**src/rtl/alu_serial.sv**
```systemverilog
`default_nettype none
// ============================================================================
// Module      : alu_serial
// Description : Bit-serial ALU (add, sub, and, or, xor) behind valid/ready
//               command and result ports. One operand bit per clock, LSB
//               first; W+2 cycles per operation at peak throughput.
// Revision    : 1.0  initial release
// ============================================================================
module alu_serial #(
  parameter int W = 4
) (
  input  logic         clk,
  input  logic         rst,
  input  logic [2:0]   i_op,
  input  logic [W-1:0] i_a,
  input  logic [W-1:0] i_b,
  input  logic         i_ci,
  input  logic         i_valid,
  output logic         o_ready,
  output logic [W-1:0] o_y,
  output logic         o_co,
  output logic         o_z,
  output logic         o_valid,
  input  logic         i_ready
);

  // Counter needs at least one bit even when W == 1.
  localparam int CW = (W > 1) ? $clog2(W) : 1;

  localparam logic [2:0] OP_ADD = 3'b001;
  localparam logic [2:0] OP_SUB = 3'b010;
  localparam logic [2:0] OP_AND = 3'b100;
  localparam logic [2:0] OP_OR  = 3'b101;
  localparam logic [2:0] OP_XOR = 3'b110;

  typedef enum logic [1:0] {
    IDLE = 2'd0,
    RUN  = 2'd1,
    DONE = 2'd2
  } state_t;

  state_t          state;
  state_t          state_nx;

  logic [2:0]      op;
  logic [W-1:0]    sa;
  logic [W-1:0]    sb;
  logic [W-1:0]    y;
  logic            c;
  logic [CW-1:0]   cnt;
  logic            co;
  logic            z;

  logic            is_add;
  logic            is_sub;
  logic            last;
  logic            bit_b;
  logic            bit_y;
  logic            carry_nx;
  logic [W-1:0]    y_nx;

  assign is_add = (op == OP_ADD);
  assign is_sub = (op == OP_SUB);
  assign last   = (cnt == CW'(W - 1));

  // Subtraction is a + ~b + ~ci, so B is inverted bit by bit here.
  assign bit_b  = sb[0] ^ is_sub;

  // Result bit enters at the MSB so that after W shifts it is LSB-aligned.
  assign y_nx   = (y >> 1) | (W'(bit_y) << (W - 1));

  // Outputs are pure decodes of the state register: no path from inputs.
  assign o_ready = (state == IDLE);
  assign o_valid = (state == DONE);
  assign o_y     = y;
  assign o_co    = co;
  assign o_z     = z;

  // Per-bit result and carry for the current LSB of the operand shifters.
  always_comb begin
    bit_y    = 1'b0;
    carry_nx = c;
    case (op)
      OP_ADD, OP_SUB: begin
        bit_y    = sa[0] ^ bit_b ^ c;
        carry_nx = (sa[0] & bit_b) | (sa[0] & c) | (bit_b & c);
      end
      OP_AND:  bit_y = sa[0] & sb[0];
      OP_OR:   bit_y = sa[0] | sb[0];
      OP_XOR:  bit_y = sa[0] ^ sb[0];
      default: bit_y = 1'b0;
    endcase
  end

  // State register.
  always_ff @(posedge clk or posedge rst) begin
    if (rst) begin
      state <= IDLE;
    end else begin
      state <= state_nx;
    end
  end

  // Next-state logic: accept in IDLE, run W bits, wait for result handshake.
  always_comb begin
    state_nx = state;
    case (state)
      IDLE:    if (i_valid) state_nx = RUN;
      RUN:     if (last)    state_nx = DONE;
      DONE:    if (i_ready) state_nx = IDLE;
      default: state_nx = IDLE;
    endcase
  end

  // Datapath: latch on accept, shift one bit per RUN cycle, hold otherwise.
  always_ff @(posedge clk or posedge rst) begin
    if (rst) begin
      op  <= 3'b000;
      sa  <= '0;
      sb  <= '0;
      y   <= '0;
      c   <= 1'b0;
      cnt <= '0;
      co  <= 1'b0;
      z   <= 1'b0;
    end else begin
      case (state)
        IDLE: begin
          if (i_valid) begin
            op  <= i_op;
            sa  <= i_a;
            sb  <= i_b;
            c   <= (i_op == OP_SUB) ? ~i_ci : i_ci;
            cnt <= '0;
            y   <= '0;
            co  <= 1'b0;
            z   <= 1'b0;
          end
        end
        RUN: begin
          sa  <= sa >> 1;
          sb  <= sb >> 1;
          c   <= carry_nx;
          y   <= y_nx;
          cnt <= cnt + CW'(1);
          if (last) begin
            // Borrow-out is the inverse of the final carry for a + ~b + ~ci.
            co <= is_add ? carry_nx : (is_sub ? ~carry_nx : 1'b0);
            z  <= (y_nx == '0);
          end
        end
        default: begin
        end
      endcase
    end
  end

endmodule
`default_nettype wire

```
**config.mk**
```make
export PLATFORM = sky130hd
export DESIGN_NAME = alu_serial
export DESIGN_NICKNAME = d
export VERILOG_FILES = /design/src/rtl/alu_serial.sv
export SDC_FILE = /design/constraint.sdc
export NUM_CORES = 1
export LEC_CHECK = 0
export ABC_AREA = 1
export BUFFER_PORTS_ARGS = -buffer_cell sky130_fd_sc_hd__buf_4
export CELL_PAD_IN_SITES_DETAIL_PLACEMENT = 0
export CELL_PAD_IN_SITES_GLOBAL_PLACEMENT = 2
export CORE_UTILIZATION = 28
export DETAILED_ROUTE_END_ITERATION = 7
export GPL_ROUTABILITY_DRIVEN = 0
export PLACE_DENSITY_LB_ADDON = 0.1
export SYNTH_ARGS = -nofsm -noshare
export SYNTH_HDL_FRONTEND = slang
export SYNTH_SLANG_ARGS = --single-unit
```
**constraint.sdc**
```tcl
create_clock -name clk -period 1.58 [get_ports clk]
set_clock_uncertainty 0.1 [all_clocks]
set_input_delay 0.079 -clock clk [delete_from_list [all_inputs] [get_ports clk]]
set_output_delay 0.079 -clock clk [all_outputs]
set_load 0.05 [all_outputs]
```
Word level (Yosys, flattened, before mapping)
Cells that the tools add are included.

cells by class
  add/subtract/negate cells = 1
  $mul = 0
  div/mod/pow operators = 0
  $lt $le $gt $ge = 0
  equal/unequal tests = 12
  shift operators = 0
  muxes and demuxes = 24
  bitwise logic cells = 14
  reductions and logical operators = 8

operators with widths
  cell                 number
  $pmux 4 s2           3
  $mux 4               3
  $eq 3x3->1 const B   3
  $mux 1               8
  $mux 2               4
  $eq 3x2->1 const B   2
  $pmux 1 s2           3
  $pmux 2 s3           1
  $reduce_and 3->1     2
  $and 1x1->1          4
  $eq 2x2->1 const B   2
  $logic_not 4->1      1
  $ne 2x2->1 const B   2
  $or 3x4->4           1
  $pmux 1 s4           1
  $pmux 2 s2           1
  $reduce_and 2->1     2
  $xor 1x1->1          4
  $eq 3x1->1 const B   1
  $or 1x1->1           3
  $add 2x1->2 const B  1
  $eq 2x1->1 const B   1
  $logic_not 2->1      1
  $ne 2x1->1 const B   1
  3 further kinds      4

word-level totals
  register bits after elaboration = 22
  latch bits = 0
  RAM bits = 0
  ROM bits = 0
  input port bits = 16
  output and inout port bits = 8
  logic and storage cells = 68
  memories = 0

Depth between registers and ports, before layout
Gate-level depths: netlist (run 1).

  word-level depth = 11
  gate-level depth with buffers = 10
  depth with buffers taken out = 10

Worst setup path before layout (run 1)
OpenSTA, ideal clock, no wires.

  path kind = register -> register
  start point = register op[2]
  end point = register c
  setup time = 0.116 ns
  arrival = 1.394 ns
  data required time = 1.364 ns
  slack = -0.031 ns
  cell stages (with the launch flop) = 11
  path buffers = 0
  period minus slack after synthesis = 1.611 ns
  cell sequence = dfrtp_1 nor2_1 nand2_1 xor2_1 fa_1 inv_1 nand2_1 nand3_1 nand2_1 nand2_1 nand2_1

between the ends
  longest elaborated chain between the ends = 7
  elaborated cells on any way between the ends = 10
  those cells by class = eq/ne: 2; mux: 2; bitwise: 5; reduce/logical: 1

RTL lines
  what                     RTL line  RTL
  from (decl)              45        logic [2:0] op;
  from (signal assigned)   130       op <= i_op;
  $eq 3x2->1               63, 83
  $xor 1x1->1              67        assign bit_b = sb[0] ^ is_sub;
  $and 1x1->1              86        carry_nx = (sa[0] & bit_b) | (sa[0] & c) | (bit_b & c);
  $or 1x1->1 (2 in a row)  86
  $mux 1 *                 83        case (op)
  $pmux 1 s2 *             127       case (state)
  to (signal assigned)     133       c <= (i_op == OP_SUB) ? ~i_ci : i_ci;
  to (signal assigned)     143       c <= carry_nx;
  to (decl)                49        logic c;

Mark *: on every way between the ends. The rest lies on a longest branch, timed or not.
A chain may end at the register's enable or synchronous reset.

Final worst setup path (run 1)
  start point = register op[2]
  end point = register y[3], in the netlist o_y[3]

between the ends
  longest elaborated chain between the ends = 7
  elaborated cells on any way between the ends = 12
  those cells by class = eq/ne: 5; mux: 2; bitwise: 4; reduce/logical: 1

RTL lines
  what                      RTL line  RTL
  $eq 3x2->1                63, 83
  $xor 1x1->1               67
  $xor 1x1->1 (2 in a row)  85        bit_y = sa[0] ^ bit_b ^ c;
  $pmux 1 s4 *              83
  $or 3x4->4 *              70        assign y_nx = (y >> 1) | (W'(bit_y) << (W - 1));
  $pmux 4 s2 *              127
  to (signal assigned)      144       y <= y_nx;
  to (decl)                 48        logic [W-1:0] y;

Marked as above.

==> results of run 1 <==
## cell families (layout without fill, tap and decap cells)
logic type	after synthesis	after routing	synth area share
xor+xnor	1	1	0.00769
fa+ha+maj	4	4	0.0506
flops	22	22	0.484
simple gates	57	57	0.238
compound gates	23	23	0.131
buf+inv	23	61	0.0890
## metrics by stage
stage / worst slack [ns] / instance area (µm²) / TNS, ns
2_1_floorplan: -0.0308 / 1140 / -0.0596
3_3_place_gp: -0.0465 / 1410 / -0.103
3_5_place_dp: -0.0607 / 1410 / -0.166
4_1_cts: -0.0606 / 1510 / -0.120
5_1_grt: -0.157 / 1530 / -0.523
6_report: -0.0715 / 1530 / -0.174
## timing repair
| item | 4_1_cts | 5_1_grt |
|---|---|---|
| hold endpoints to repair | 26 | 0 |
| pin swaps | 2 | 1 |
| hold buffers | 5 | 0 |
| endpoints found under the setup margin | 4 | 4 |
| buffers inserted | 1 | 0 |
| gates resized for setup | 1 | 4 |
| cloned | 0 | 0 |
## worst max-delay path: stages, from the launching register on
cell and delay (ns):
dfrtp_1 0.38, nor2_1 0.10, nand2_1 0.10, xor2_2 0.16, fa_2 0.53, nand2_2 0.05
nand2_2 0.06, nand2_1 0.05, o21ai_1 0.06
## worst max-delay path by stage
stage,cells past startpoint,startpoint,slack (ns),endpoint
finish,8,op[2],-0.07,o_y[3]
global route,8,op[2],-0.16,o_y[3]
CTS,8,op[2],-0.06,o_y[3]
detailed placement,10,op[2],-0.06,c
global placement,10,op[2],-0.05,c
floorplan,10,op[2],-0.03,c
## final cells by class
type                       instances  area [µm²]  area share
inverter                          20        75.1      0.0492
clock buffer                       3        41.3      0.0270
sequential                        22         551       0.361
timing repair buffer              38         298       0.195
multi-input combinational         85         502       0.329
tap                               48        60.1      0.0393
## sequential cells by signal, indices dropped and copies added (netlist names)
signal	count
c	1
cnt	2
o_co	1
o_y	4
o_z	1
op	3
sa	4
sb	4
state	2
## synthesized netlist by cell type (all sizes together)
| library cell | instances | area share |
|---|---|---|
| a211oi | 2 | 0.022 |
| a21oi | 2 | 0.0088 |
| a22o | 1 | 0.0077 |
| buf | 3 | 0.023 |
| dfrtp | 22 | 0.48 |
| fa | 1 | 0.018 |
| ha | 3 | 0.033 |
| inv | 20 | 0.066 |
| nand2 | 27 | 0.10 |
| nand3 | 11 | 0.048 |
| nand3b | 1 | 0.0066 |
| nand4 | 2 | 0.011 |
| nor2 | 12 | 0.046 |
| nor3 | 4 | 0.022 |
| o211ai | 1 | 0.0066 |
| o21a | 2 | 0.013 |
| o21ai | 11 | 0.048 |
| o21bai | 1 | 0.0066 |
| o22ai | 2 | 0.011 |
| o31ai | 1 | 0.0066 |
| xor2 | 1 | 0.0077 |
## power by group through the flow
stage / Combinational [mW] / Clock, mW / Sequential, mW
2_1_floorplan: 1.19 / 0 / 1.20
3_3_place_gp: 1.93 / 0 / 1.00
3_5_place_dp: 1.95 / 0 / 1.01
4_1_cts: 1.99 / 0.354 / 1.00
5_1_grt: 2.29 / 0.374 / 1.04
6_report: 2.02 / 0.337 / 0.999
## routing by layer
metal / share of wire / vias to the layer above
li1: - / 500
met1: 0.50 / 427
met2: 0.45 / 21
met3: 0.040 / 2
met4: 0.0076 / 0
met5: 0 / -
==> run_results.csv, run 1 <==
group,metric,value,unit
status,status,"complete, but fails checks",
status,violations,"negative hold slack, negative setup slack",
die,rows,22,
placed_design,portBuffers,23,
layout,most-common-layout-cells,"33 x buf_4, 22 x nand2_1, 22 x dfrtp_1",
die,dieArea,4330,µm²
sta,hold_violations,1,
critical_path,arrival,1.74,ns
clock_network,clockBufferDepth,2,
sta,tightest_slew,0.287,ns
layout,drive_above_1_share,0.298,
routing,routedWlPerCell,11.5,µm
layout,antennaDiodeCount,0,
power,p_leak,0.764,nW
critical_path,critPathCaptureType,"register",
power,clkPwrFrac,0.100,
power,seqPwrFrac,0.297,
sta,rsz0062_at_grt,"true",
clock_network,numCtsBuffers,3,
clock_network,ctsHtreeMaxLevel,1,
power,internal_power,1.79,mW
layout,final_util,0.405,
layout,nNetsFinal,190,
min_path,worst_hold_startpoint,"i_b[3]",
power,switching_share,0.467,
routing,wl,2490,µm
grt,met2_usage,0.218,
sta,finalSetupViolCount,4,
clock_network,clockRootBuffer,"clkbuf_8",
grt,grt_pass1_vias,957,
yosys,syn-num-nets,150,
routing,drtIter0Drc,14,
die,core_area,3770,µm²
layout,syn2layout_area_growth,34.1,%
layout,final_common_cell,"buf_4",
critical_path,rr_startpoint,"op[2]",
sta,timing.hold.ws,-0.00964,ns
grt,grt_pass1_wl,4430,µm
flow_run,max_cap_viol_count,0,
yosys,synth_seq_area_share,0.484,
grt,busiest_layer,"met2",
layout,layout.cells.non_filler,216,
min_path,min_to,"sb[3]",
layout,fillCellCount,390,
routing,vias,950,
critical_path,critPathRequiredTime,1.67,ns
power,total_power,3.36,mW
die,die_h,65.8,µm
sta,max_slew_margin,0.809,
yosys,yosysUniqueCellTypes,28,
grt,track_usage,0.136,
yosys,syn_area_per_cell,8.76,µm²
grt,use_met1,0.186,
clock_network,clkTransAtPathRegs,0.08,ns
power,vdd_drop_max,0.000719,V
placed_design,dp.cells,207,
clock_network,clk_latency,0.25,ns
grt,grtUsageMet3,0.0207,
critical_path,path_class,"register to register",
sta,timing.final.crit_share,1.05,
critical_path,path_max_fanout,2,
grt,gr-total-overflow,0,
clock_network,cts.sinks,22,
grt,grt_max_degree,23,
routing,drtAntennaViolNets,0,
min_path,min_path_type,"input pin to register",
critical_path,r2r_slack,-0.07,ns
min_path,min_path_cells,3,
critical_path,worst_setup_path_start_kind,"register",
power,power.density,2200,nW/µm²
routing,vias_per_cell,4.40,
routing,drt_first_pass_iters,4,
sta,fin_crit,1.65,ns
routing,route.detailed.drc,0,
sta,fin_ws,-0.0715,ns
yosys,yosys_warnings,0,
grt,antenna_found_initial,0,
critical_path,reg2reg_depth,8,
die,pin_count,24,
critical_path,r2r_end,"o_y[3]",
die,die_w,65.8,µm
power,pwr-share-comb,0.602,
clock_network,cts_tree,"yes",
yosys,ys_ff_latch,22,
sta,drv_slew,0,
die,initial_utilization,0.302,
yosys,syn_area,1140,µm²
yosys,syn_inst,130,
placed_design,dp.final_hpwl,1950,µm
power,switchingPower,1.57,mW
sta,fmax,0.606,GHz
Note: power is estimated with default switching activity, not from simulation.
==> run 2: changes to the inputs <==
- CORE_UTILIZATION: 28 -> 31
- clock period: 1.58 -> 1.7 ns (I/O delays scaled with it)
==> run_results.csv, run 2 (synthesis gave the netlist of run 1 again) <==
group,metric,value,unit
status,status,"finished, final reports clean",
clock_network,ctsHtreeMaxLevel,1,
power,pwr-share-comb,0.587,
layout,fillCellCount,352,
routing,drt_first_pass_iters,4,
layout,final_common_cell,"buf_4",
sta,timing.hold.ws,0.0144,ns
die,pin_count,24,
die,dieArea,3920,µm²
power,p_leak,0.770,nW
placed_design,dp.cells,200,
grt,antenna_found_initial,0,
routing,wl,2600,µm
power,power.density,1920,nW/µm²
sta,fmax,0.596,GHz
clock_network,clkTransAtPathRegs,0.13,ns
grt,gr-total-overflow,0,
clock_network,cts.sinks,22,
sta,drv_slew,0,
layout,syn2layout_area_growth,35.8,%
routing,drtIter0Drc,45,
power,switchingPower,1.43,mW
critical_path,critPathCaptureType,"register",
sta,max_slew_margin,0.804,
routing,vias_per_cell,4.59,
power,internal_power,1.54,mW
layout,final_area,1550,µm²
grt,track_usage,0.151,
sta,timing.final.crit_share,0.987,
die,initial_utilization,0.333,
clock_network,clk_latency,0.30,ns
routing,drtAntennaViolNets,0,
sta,fin_crit,1.68,ns
grt,grt_max_degree,23,
layout,drive_above_1_share,0.238,
die,die_w,62.6,µm
die,rows,21,
power,switching_share,0.482,
sta,tightest_slew,0.294,ns
critical_path,path_class,"register to register",
clock_network,clockRootBuffer,"clkbuf_4",
routing,vias,1001,
critical_path,critPathRequiredTime,1.80,ns
placed_design,portBuffers,23,
sta,rsz0062_at_grt,"true",
power,seqPwrFrac,0.315,
die,die_h,62.6,µm
grt,grt_pass1_vias,1023,
layout,layout.cells.non_filler,218,
layout,antennaDiodeCount,0,
critical_path,worst_setup_path_start_kind,"register",
placed_design,place_area,1370,µm²
sta,finalSetupViolCount,0,
clock_network,cts_tree,"yes",
critical_path,arrival,1.78,ns
sta,hold_violations,0,
layout,most-common-layout-cells,"28 x buf_4, 24 x nand2_1, 22 x dfrtp_1",
clock_network,numCtsBuffers,3,
critical_path,path_max_fanout,4,
layout,nNetsFinal,193,
power,clkPwrFrac,0.098,
min_path,min_path_type,"input pin to register",
placed_design,dp.final_hpwl,1820,µm
flow_run,max_cap_viol_count,0,
clock_network,clockBufferDepth,2,
power,vdd_drop_max,0.000983,V
grt,grt_pass1_wl,4650,µm
routing,route.detailed.drc,0,
power,total_power,2.97,mW
routing,routedWlPerCell,11.9,µm
die,core_area,3420,µm²
-- run 2: cell count changes in the layout (fill, tap and decap cells not counted) --
cell | before | now
clkbuf_8 | 3 | 1
clkbuf_4 | 0 | 3
inv_2 | 3 | 2
o21ai_0 | 3 | 2
buf_4 | 33 | 28
fa_1 | 0 | 1
fa_2 | 1 | 0
o21ai_1 | 8 | 9
xor2_2 | 1 | 0
nand2_2 | 3 | 1
xor2_1 | 0 | 1
dlygate4sd3_1 | 5 | 13
inv_1 | 17 | 18
nand2_1 | 22 | 24
-- run 2: path summary, 6_finish.rpt --
| path | from | endpoint | slack [ns] | cells after the start |
|---|---|---|---|---|
| min in group asynchronous | rst | op[1] | 0.26 | 4 |
| max | op[2] | o_y[3] | 0.02 | 8 |
| max in group asynchronous | rst | o_y[1] | 1.01 | 4 |
| max reg2reg | op[2] | o_y[3] | 0.02 | 8 |
| min | i_a[1] | sa[1] | 0.01 | 4 |
| min reg2reg | cnt[0] | cnt[0] | 0.39 | 1 |
-- run 2: worst max-delay path, cell delays in order, from the launching register on --
cell,delay [ns]
dfrtp_1,0.42
nor2_1,0.11
nand2_1,0.08
xor2_1,0.17
fa_1,0.44
nand2_1,0.08
nand2_1,0.07
nand2_1,0.06
o21ai_1,0.05
-- run 2: layout make-up --
cell class | count | area (µm²) | share of cell area
clock buffer | 4 | 36.3 | 0.0235
tap | 46 | 57.6 | 0.0372
multi-input combinational | 85 | 487 | 0.315
sequential | 22 | 551 | 0.356
timing repair buffer | 41 | 340 | 0.220
inverter | 20 | 75.1 | 0.0485
-- run 2: through the flow --
stage	TNS [ns]	util	worst slack (ns)
after floorplan	0	-	0.0892
after global placement	0	0.402	0.0606
after detailed placement	0	0.402	0.0303
after CTS	0	0.451	0.0158
after global routing	-0.149	0.453	-0.0626
final	0	0.453	0.0227
-- run 2: repair_timing --
item / CTS / global route
endpoints found under the hold margin: 32 / 0
setup buffers: 0 / 1
setup endpoints to repair: 0 / 4
resized for setup: 0 / 1
hold buffers: 13 / 0
-- run 2: power groups by stage --
stage                     Combinational, mW  Clock [mW]  Sequential [mW]
after floorplan                        1.11           0             1.11
after global placement                 1.69           0            0.944
after detailed placement               1.70           0            0.950
after CTS                              1.75       0.305            0.939
after global routing                   1.95       0.330            0.977
final                                  1.74       0.292            0.936
-- run 2: per-layer routing --
layer	part of all wire	vias to the layer above	GRT usage
met1	0.45	470	0.197
met2	0.51	15	0.254
met4	0.0058	0	0.0581
met5	0	-	0
li1	-	514	-
met3	0.030	2	0.0201
